File: src/rtl/arb_pkg.sv
// Shared types and constants for the 1-of-5 round-robin arbiter.
package arb_pkg;

    localparam int N_REQ = 5;
    localparam int ID_W  = 3;

    typedef enum logic [1:0] {
        ST_IDLE  = 2'd0,
        ST_GRANT = 2'd1,
        ST_GAP   = 2'd2
    } state_t;

    // Successor of a requester index, wrapping 4 -> 0.
    function automatic logic [ID_W-1:0] next_idx(input logic [ID_W-1:0] idx);
        return (idx >= ID_W'(N_REQ - 1)) ? '0 : idx + 1'b1;
    endfunction

endpackage

File: src/rtl/rr_pick_1of5.sv
// Combinational rotating-priority search: first set req bit starting at ptr.
module rr_pick_1of5
    import arb_pkg::*;
(
    input  logic [N_REQ-1:0] req,
    input  logic [ID_W-1:0]  ptr,
    output logic [ID_W-1:0]  pick,
    output logic             valid
);

    logic [ID_W-1:0] idx;

    always_comb begin
        pick  = '0;
        valid = 1'b0;
        idx   = ptr;
        for (int i = 0; i < N_REQ; i++) begin
            if (!valid && req[idx]) begin
                pick  = idx;
                valid = 1'b1;
            end
            idx = next_idx(idx);
        end
    end

endmodule

File: config.mk
export PLATFORM = sky130hd
export DESIGN_NAME = rr_pick_1of5
export DESIGN_NICKNAME = d
export VERILOG_FILES = /design/src/rtl/arb_pkg.sv /design/src/rtl/rr_pick_1of5.sv
export SDC_FILE = /design/constraint.sdc
export NUM_CORES = 1
export LEC_CHECK = 0
export BUFFER_PORTS_ARGS = -buffer_cell sky130_fd_sc_hd__buf_2
export CAP_MARGIN = 10
export CORE_MARGIN = 3
export CORE_UTILIZATION = 26
export DETAILED_ROUTE_END_ITERATION = 6
export GPL_TIMING_DRIVEN = 0
export PLACE_DENSITY = 0.45
export SLEW_MARGIN = 20
export SYNTH_ARGS = -nofsm -noshare
export SYNTH_HDL_FRONTEND = slang
export SYNTH_SLANG_ARGS = --single-unit
export TNS_END_PERCENT = 20
File: constraint.sdc
create_clock -name vclk -period 2.2
set_input_delay 0.33 -clock vclk [all_inputs]
set_output_delay 0.33 -clock vclk [all_outputs]
set_load 0.005 [all_outputs]
---- After elaboration in Yosys (flattened, before gate mapping) ----
Index checks and enable logic that the tools add are counted.
W data, S select, Z words.
word-level totals
  output and inout port bits .............. 4
  bits in latches ......................... 0
  logic and storage cells ................. 45
  RAM bits ................................ 0
  input bits .............................. 8
  memories ................................ 0
  memory bits (read-only) ................. 0
  register bits after elaboration ......... 0
cells by class
  div/mod/pow operators ................... 0
  equal/unequal tests ..................... 0
  reductions and logical operators ........ 8
  order comparisons ....................... 9
  bitwise gates (word level) .............. 0
  $add $sub $neg .......................... 4
  shifts and indexed selects .............. 0
  muxes and demuxes ....................... 24
  multiply operators ...................... 0
operator list
  operator               number
  $mux W3                9
  $lt A3 B4 Y1 const B   5
  $bmux W1 S3            5
  $add A3 B1 Y3 const B  4
  $ge A3 B3 Y1 const B   4
  $mux W1                10
  $logic_and A1 B1 Y1    4
  $logic_not A1 Y1       4

---- Longest topological paths before layout ----
Gate-level depths: netlist (run 1).
  word-level depth ........................ 15
  depth in mapped cells ................... 8
  depth with buffers taken out ............ 7

---- Worst setup path before layout (run 1) ----
Ideal clock, no wire load.
  path type ............................... input-to-output
  start point ............................. input ptr[0]
  end point ............................... output pick[0]
  setup slack ............................. 0.202 ns
  stages on the path ...................... 7
  data arrival time ....................... 1.668 ns
  path buffers ............................ 0
  required time ........................... 1.870 ns
  cells stage by stage .................... ha_1 nand2b_1 a31o_2 o22a_1 nand2b_4 a2111oi_2 a31oi_1
on the way
  longest elaborated chain between the ends .. 15
  elaborated cells between the ends (all ways) .. 39
  classes of those cells .................. add/sub: 4; order compare: 4; mux: 23; reduce/logical: 8
ends and longest elaborated chain
  element                                                 RTL line            text
  from (decl)                                             rr_pick_1of5.sv:6   input logic [ID_W-1:0] ptr,
  branches (longest 14 deep; another with $add A3 B1 Y3)  -
  $mux W3 (*)                                             rr_pick_1of5.sv:18  if (!valid && req[idx]) begin
  to (decl)                                               rr_pick_1of5.sv:7   output logic [ID_W-1:0] pick,
Every way passes the cells marked *. The select of a mux whose other input is x is not followed.

---- Final worst setup path (run 1) ----
  start point ............................. input ptr[0]
  end point ............................... output pick[1]
Same word-level chain as after synthesis.

==> results of run 1 <==
==> through the flow <==
stage	TNS, ns	worst slack, ns	instances	hold slack, ns
floorplan	0	0.202	81	0.819
global placement	-0.656	-0.227	119	1.13
detailed placement	-0.664	-0.246	119	1.15
CTS	-0.00165	-0.00165	125	1.12
global route	-0.319	-0.0954	125	1.16
finish	-0.0240	-0.0175	125	1.13
==> what timing repair did <==
item,4_1_cts,5_1_grt
resized for setup,23,6
setup buffers,6,0
pin swaps,8,6
gates cloned,0,0
setup endpoints to repair,4,4
==> where the power goes <==
| group | switching [uW] | leakage (uW) | internal [uW] |
|---|---|---|---|
| logic | 111 | 0.000333 | 102 |
| registers | 0 | 0 | 0 |
| clock network | 0 | 0 | 0 |
| total | 111 | 0.000333 | 102 |
==> cell families (layout without fill, tap and decap cells) <==
logic type	after synthesis	after routing	share of synthesized area [%]
and+or+nand+nor	37	37	38.1
AOI/OAI and AO/OA	28	28	39.6
adders and majority gates	1	1	2.14
buffers and inverters	9	26	9.85
muxes	6	6	10.3
==> synth_stat cells, drive strengths merged <==
library cell,number
a2111oi,1
a21o,3
a21oi,2
a221oi,1
a31o,1
a31oi,2
a32o,2
a41oi,1
and2,2
and2b,1
and3,2
buf,6
ha,1
inv,3
mux2i,6
nand2,6
nand2b,5
nand3,3
nand3b,1
nand4,2
nor2,6
nor2b,2
nor3,3
nor3b,2
o211ai,1
o21ai,6
o21bai,1
o221ai,2
o22a,1
o22ai,3
o32ai,1
or3,1
or4,1
==> metal layers <==
| layer | share of wire, % | vias up | track usage [%] |
|---|---|---|---|
| met1 | 44 | 347 | 19.6 |
| met4 | 2.7 | 0 | 2.13 |
| met2 | 48 | 31 | 23.5 |
| li1 | - | 348 | - |
| met3 | 5.5 | 6 | 0.282 |
| met5 | 0 | - | 0 |
==> final cells by class <==
type                       instances  area [sq um]  area share [%]
multi-input combinational         72           628            73.9
timing repair buffer              17           120            14.1
buffer                             6          53.8            6.33
tap                               27          33.8            3.98
inverter                           3          13.8            1.62
==> worst max-delay path: cells and delay by family <==
family | cells | cell delay, ns
AO/OA/AOI/OAI | 4 | 0.71
buffers and inverters | 3 | 0.37
adder cells (fa/ha/maj) | 1 | 0.16
AND/OR/NAND/NOR | 1 | 0.16
multiplexers | 1 | 0.16
==> worst paths after layout <==
path / cells after the start / end / from
worst min-delay path: 4 / pick[2] / ptr[0]
worst max-delay path: 10 / pick[1] / ptr[0]
==> results.sh, run 1 <==
export IMPL_syn_num_nets=90
export IMPL_grt_ovfl_total=0
export IMPL_clkbuf_count=0
export IMPL_hold_buffers=0
export IMPL_avgSynthCellArea_sq_um=7.21
export IMPL_min_path_type="in2out"
export IMPL_violations="setup timing"
export IMPL_drtPass1Iterations=4
export IMPL_worst_slack_ns=-0.0175
export IMPL_synth_area_leader_cell="mux2i_1"
export IMPL_worstSetupEndpointType="primary output"
export IMPL_fin_total_pwr_uw=212
export IMPL_grt_pass1_wl_um=3110
export IMPL_path_max_fanout=8
export IMPL_final_util_pct=41.6
export IMPL_crit_slowest_cell="a32o_2"
export IMPL_cp_cell_sequence="buf_8 > ha_4 > buf_8 > nor2b_2 > o21ai_0 > a32o_2 > mux2i_1 > o221ai_1 > a21o_1 > buf_2"
export IMPL_total_leakage_power_uw=0.000333
export IMPL_drc=0
export IMPL_mostFrequentLayoutCell="buf_2"
export IMPL_slew_violations=0
export IMPL_max_cap_violations=0
export IMPL_vias=732
export IMPL_antenna_found_initial=0
export IMPL_grt_setup_unrepaired="yes"
export IMPL_power_density_nw_per_um2=250
export IMPL_yosysSeqAreaShare_pct=0
export IMPL_cpMostUsedCell="buf_8"
export IMPL_seq_cell_count=0
export IMPL_dp_hpwl_um=1340
export IMPL_arrival_ns=1.89
export IMPL_fin_nets=109
export IMPL_drive_above_1_share_pct=48.0
export IMPL_yosys_area_top_type_share_pct=10.3
export IMPL_die_h_um=53.4
export IMPL_slew_headroom_pct=81.3
export IMPL_wl_per_cell_um=15.6
export IMPL_fin_crit_sh_pct=101
export IMPL_synth_warnings=0
export IMPL_status="complete, but fails checks"
export IMPL_max_stage_delay_ns=0.32
export IMPL_setup_viol=3
export IMPL_die_w_um=53.4
export IMPL_grt_usage_pct=13.9
export IMPL_drtIter0Drc=19
export IMPL_synth_cells=81
export IMPL_nFillCells=223
export IMPL_drt_wl_total_um=1950
export IMPL_io_pins=12
export IMPL_start_kind="input port"
export IMPL_hold_violations=0
export IMPL_final_antenna_net_count=0
export IMPL_grt_max_degree=11
export IMPL_rows=16
export IMPL_placed_area_sq_um=673
export IMPL_start_util_pct=28.6
export IMPL_syn_area_sq_um=584
export IMPL_synth_area_leaders="mux2i_1, buf_4, nand2b_1"
export IMPL_layout_common_cells="buf_2, buf_4, mux2i_1"
export IMPL_fp_coreArea_sq_um=2040
export IMPL_grt_pass1_vias=642
export IMPL_ir_drop_mv=0.0913
export IMPL_period_needed_ns=2.22
export IMPL_diodes=0
export IMPL_max_freq_mhz=451
export IMPL_port_buffers=11
export IMPL_path_class="in2out"
export IMPL_final_area_sq_um=850
export IMPL_seq_area_sq_um=0
export IMPL_place_congestion=0.839
export IMPL_ys_types=39
export IMPL_tightest_slew_ns=0.272
export IMPL_dieArea_sq_um=2850
export IMPL_syn_to_final_growth_pct=45.4
export IMPL_worstPathRequired_ns=1.87
export IMPL_vias_per_cell=5.86
No activity file was read; power rests on OpenSTA's default activity.
==> run 2, diff against run 1 <==
--- a/config.mk
+++ b/config.mk
@@ -5,13 +5,13 @@
 export SDC_FILE = /design/constraint.sdc
 export NUM_CORES = 1
 export LEC_CHECK = 0
-export BUFFER_PORTS_ARGS = -buffer_cell sky130_fd_sc_hd__buf_2
 export CAP_MARGIN = 10
 export CORE_MARGIN = 3
 export CORE_UTILIZATION = 26
 export DETAILED_ROUTE_END_ITERATION = 6
+export DONT_BUFFER_PORTS = 1
 export GPL_TIMING_DRIVEN = 0
-export PLACE_DENSITY = 0.45
+export PLACE_DENSITY = 0.4
 export SLEW_MARGIN = 20
 export SYNTH_ARGS = -nofsm -noshare
 export SYNTH_HDL_FRONTEND = slang
==> run 2 against run 1 <==
Compared with the run above: the flow now finishes without violations; power is 18% lower; critical endpoint is now valid; critical path depth is 4 lower; critical path type unchanged; clock-buffer cell count stayed put.
==> results.sh, run 2 (synthesized netlist as in run 1, its figures left out) <==
export IMPL_min_path_type="in2out"
export IMPL_drive_above_1_share_pct=34.1
export IMPL_final_area_sq_um=736
export IMPL_seq_area_sq_um=0
export IMPL_arrival_ns=1.74
export IMPL_path_max_fanout=6
export IMPL_syn_to_final_growth_pct=25.9
export IMPL_hold_violations=0
export IMPL_dieArea_sq_um=2850
export IMPL_total_leakage_power_uw=0.000272
export IMPL_hold_buffers=0
export IMPL_port_buffers=0
export IMPL_grt_pass1_vias=564
export IMPL_period_needed_ns=2.07
export IMPL_power_density_nw_per_um2=235
export IMPL_fin_crit_sh_pct=94.0
export IMPL_dp_cells=108
export IMPL_seq_cell_count=0
export IMPL_clkbuf_count=0
export IMPL_fin_nets=96
export IMPL_instances_no_fill=112
export IMPL_drtPass1Iterations=4
export IMPL_die_w_um=53.4
export IMPL_multi_input_area_sq_um=607
export IMPL_dp_slack_ns=0.0170
export IMPL_grt_pass1_wl_um=2850
export IMPL_vias_per_cell=5.67
export IMPL_start_util_pct=28.6
export IMPL_final_antenna_net_count=0
export IMPL_status="finished, final reports clean"
export IMPL_dp_hpwl_um=1370
export IMPL_slew_violations=0
export IMPL_max_stage_delay_ns=0.40
export IMPL_rows=16
export IMPL_ir_drop_mv=0.0693
export IMPL_place_congestion=0.812
export IMPL_grt_usage_pct=13.0
export IMPL_path_class="in2out"
export IMPL_grt_ovfl_total=0
export IMPL_final_util_pct=36.0
export IMPL_die_h_um=53.4
export IMPL_layout_common_cells="buf_4, nand2_1, nor2_1"
export IMPL_critPathBufInv=0
export IMPL_wl_per_cell_um=16.9
export IMPL_io_pins=12
export IMPL_start_kind="input port"
export IMPL_worstSetupEndpointType="primary output"
export IMPL_tightest_slew_ns=0.418
export IMPL_crit_family="simple AND/OR/NAND/NOR gates"
export IMPL_setup_viol=0
export IMPL_placed_area_sq_um=618
export IMPL_worstPathRequired_ns=1.87
export IMPL_max_freq_mhz=484
export IMPL_max_cap_violations=0
export IMPL_drtIter0Drc=17
export IMPL_worst_slack_ns=0.133
export IMPL_slew_headroom_pct=72.0
export IMPL_antenna_found_initial=0
export IMPL_fp_coreArea_sq_um=2040
export IMPL_finalSetupTns_ns=0
export IMPL_drc=0
export IMPL_cp_cell_sequence="ha_4 > and2b_1 > nor2_1 > o211ai_4 > nand4_4 > or3_4"
export IMPL_drt_wl_total_um=1900
export IMPL_grt_max_degree=11
export IMPL_nFillCells=232
export IMPL_diodes=0
export IMPL_crit_slowest_cell="or3_4"
export IMPL_vias=635
export IMPL_grt_setup_unrepaired="no"
run 2: power breakdown:
part | switching [uW] | internal [uW]
Sequential | 0 | 0
Combinational | 91.0 | 82.2
Clock | 0 | 0
run 2: layout make-up:
type / count / area share [%]
multi-input cells: 72 / 82.5
plain buffers: 6 / 6.80
repair buffers: 4 / 4.59
well taps: 27 / 4.59
inverters: 3 / 1.53
run 2: routing by layer:
metal / global-route usage [%] / up-vias / part of all wire, %
li1: - / 324 / -
met1: 19.5 / 295 / 48
met2: 20.8 / 16 / 46
met3: 1.41 / 0 / 6.0
met4: 0 / 0 / 0
met5: 0 / - / 0
run 2: repair_timing:
action                                  4_1_cts  5_1_grt
buffers inserted                              0        4
endpoints found under the setup margin        0        3
resized for setup                             0       15
run 2: worst paths after layout:
kind,startpoint,to,slack [ns],cells past startpoint
worst min-delay path,req[4],pick[2],0.86,2
worst max-delay path,ptr[0],valid,0.13,6
run 2: through the flow:
step                      hold slack [ns]  total power [uW]
after floorplan                     0.819               120
after global placement              0.868               145
after detailed placement            0.861               143
after CTS                           0.863               144
after global routing                0.866               189
final                               0.856               173
==> run 3, diff against run 2 <==
==> config.mk (replaced) <==
export PLATFORM = sky130hd
export DESIGN_NAME = rr_pick_1of5
export DESIGN_NICKNAME = d
export VERILOG_FILES = /design/src/rtl/arb_pkg.sv /design/src/rtl/rr_pick_1of5.sv
export SDC_FILE = /design/constraint.sdc
export NUM_CORES = 1
export LEC_CHECK = 0
export BUFFER_PORTS_ARGS = -buffer_cell sky130_fd_sc_hd__buf_2
export CAP_MARGIN = 10
export CORE_MARGIN = 10
export CORE_UTILIZATION = 26
export DETAILED_ROUTE_END_ITERATION = 6
export GPL_TIMING_DRIVEN = 0
export PLACE_DENSITY = 0.45
export SLEW_MARGIN = 20
export SYNTH_ARGS = -nofsm -noshare
export SYNTH_HDL_FRONTEND = slang
export SYNTH_SLANG_ARGS = --single-unit
==> run 3 against run 2 <==
Compared with the run above: the run now ends with setup timing left; highest routed layer is now met4; largest power group unchanged; utilization increased by 8.1 points; first-iteration DRC count rose by 24%; critical path type unchanged; die area grew 59%; flip-flop and latch count stayed put; fmax down 7.2%; hold slack improved by 0.27 ns; critical path depth is 4 higher.
==> results.sh, run 3 (synthesized netlist as in run 1, its figures left out) <==
export IMPL_start_kind="input port"
export IMPL_max_cap_violations=0
export IMPL_layout_common_cells="buf_2, buf_4, nor2_1"
export IMPL_status="complete, but fails checks"
export IMPL_total_leakage_power_uw=0.000384
export IMPL_hold_buffers=0
export IMPL_dieArea_sq_um=4540
export IMPL_cp_cell_sequence="buf_8 > ha_4 > buf_8 > inv_4 > a32o_2 > a32o_2 > mux2i_1 > o221ai_1 > a21o_1 > buf_2"
export IMPL_power_density_nw_per_um2=257
export IMPL_io_pins=12
export IMPL_setup_viol=3
export IMPL_grt_max_degree=11
export IMPL_fp_coreArea_sq_um=2170
export IMPL_violations="setup timing"
export IMPL_die_h_um=67.4
export IMPL_finalSetupTns_ns=-0.0598
export IMPL_clkbuf_count=0
export IMPL_max_stage_delay_ns=0.28
export IMPL_slew_violations=0
export IMPL_drtPass1Iterations=4
export IMPL_arrival_ns=1.90
export IMPL_path_max_fanout=5
export IMPL_worst_slack_ns=-0.0286
export IMPL_worstPathRequired_ns=1.87
export IMPL_period_needed_ns=2.23
export IMPL_whs_endpoint="pick[2]"
export IMPL_dp_cells=120
export IMPL_holdPathStages=4
export IMPL_crit_family="compound AO/OA/AOI/OAI gates"
export IMPL_ir_drop_mv=0.0843
export IMPL_grt_pass1_vias=727
export IMPL_diodes=0
export IMPL_worstHoldStart="ptr[0]"
export IMPL_fin_nets=113
export IMPL_grt_pass1_wl_um=3530
export IMPL_syn_to_final_growth_pct=63.8
export IMPL_seq_area_sq_um=0
export IMPL_antenna_found_initial=0
export IMPL_cp_num_cells=10
export IMPL_hold_violations=0
export IMPL_max_freq_mhz=449
export IMPL_drive_above_1_share_pct=53.9
export IMPL_die_w_um=67.4
export IMPL_grt_usage_pct=9.32
export IMPL_final_antenna_net_count=0
export IMPL_wl_per_cell_um=16.6
export IMPL_worstSetupEndpointType="primary output"
export IMPL_vias_per_cell=5.58
export IMPL_vias=725
export IMPL_seq_cell_count=0
export IMPL_slew_headroom_pct=71.6
export IMPL_drt_wl_total_um=2150
export IMPL_instances_no_fill=130
export IMPL_place_congestion=0.798
export IMPL_port_buffers=11
export IMPL_fin_crit_sh_pct=101
export IMPL_critPathBufInv=4
export IMPL_crit_slowest_cell="a32o_2"
export IMPL_tightest_slew_ns=0.424
export IMPL_min_path_type="in2out"
export IMPL_drc=0
export IMPL_grt_ovfl_total=0
export IMPL_path_class="in2out"
export IMPL_dp_hpwl_um=1370
export IMPL_start_util_pct=26.9
export IMPL_rows=17
export IMPL_drtIter0Drc=21
export IMPL_grt_setup_unrepaired="yes"
-- run 3: cell count changes in the layout (fill, tap and decap cells not counted), moves of 2 or more --
cell / change
buf_2: +9
buf_4: +4
buf_8: +2
nand2_1: -2
nor3b_1: -2
nor3b_2: +2
o21ai_0: -2
-- run 3: how the worst max path moves through the flow --
stage / startpoint / endpoint
after floorplan: ptr[0] / pick[0]
after global placement: ptr[0] / pick[0]
after detailed placement: ptr[0] / pick[0]
after CTS: ptr[1] / pick[0]
after global routing: ptr[1] / pick[0]
final: ptr[1] / pick[1]
-- run 3: worst min-delay path, cell delays in order --
cell      delay, ns
buf_12         0.08
nand2b_1       0.17
o32ai_2        0.09
buf_2          0.12
-- run 3: per-layer routing --
layer	routed length (um)	vias up	GRT usage [%]
met3	73	2	0.992
li1	-	357	-
met5	0	-	0
met1	928	348	10.9
met4	15	0	0.513
met2	1140	18	18.4
-- run 3: cell type report --
class,count,area (sq um)
Timing Repair Buffer,21,188
Tap cell,28,35.0
Multi-Input combinational cell,72,667
Buffer,6,53.8
Inverter,3,13.8
Fill cell,219,1210
-- run 3: through the flow --
step / hold slack, ns / instance area (sq um) / utilization, % / setup WS (ns) / power (uW)
after floorplan: 0.819 / 584 / - / 0.202 / 120
after global placement: 1.13 / 674 / 31.1 / -0.203 / 167
after detailed placement: 1.13 / 674 / 31.1 / -0.192 / 164
after CTS: 1.11 / 861 / 39.7 / 0.00424 / 211
after global routing: 1.16 / 957 / 44.1 / -0.123 / 266
final: 1.12 / 957 / 44.1 / -0.0286 / 246
-- run 3: repair_timing --
action,CTS,global route
gates cloned,1,0
pin swaps,12,4
setup buffers,5,4
resized for setup,25,14
setup endpoints to repair,4,4
-- run 3: power by group --
group / internal (uW) / switching (uW) / total, uW
Clock: 0 / 0 / 0
Combinational: 124 / 121 / 246
Sequential: 0 / 0 / 0
Total: 124 / 121 / 246
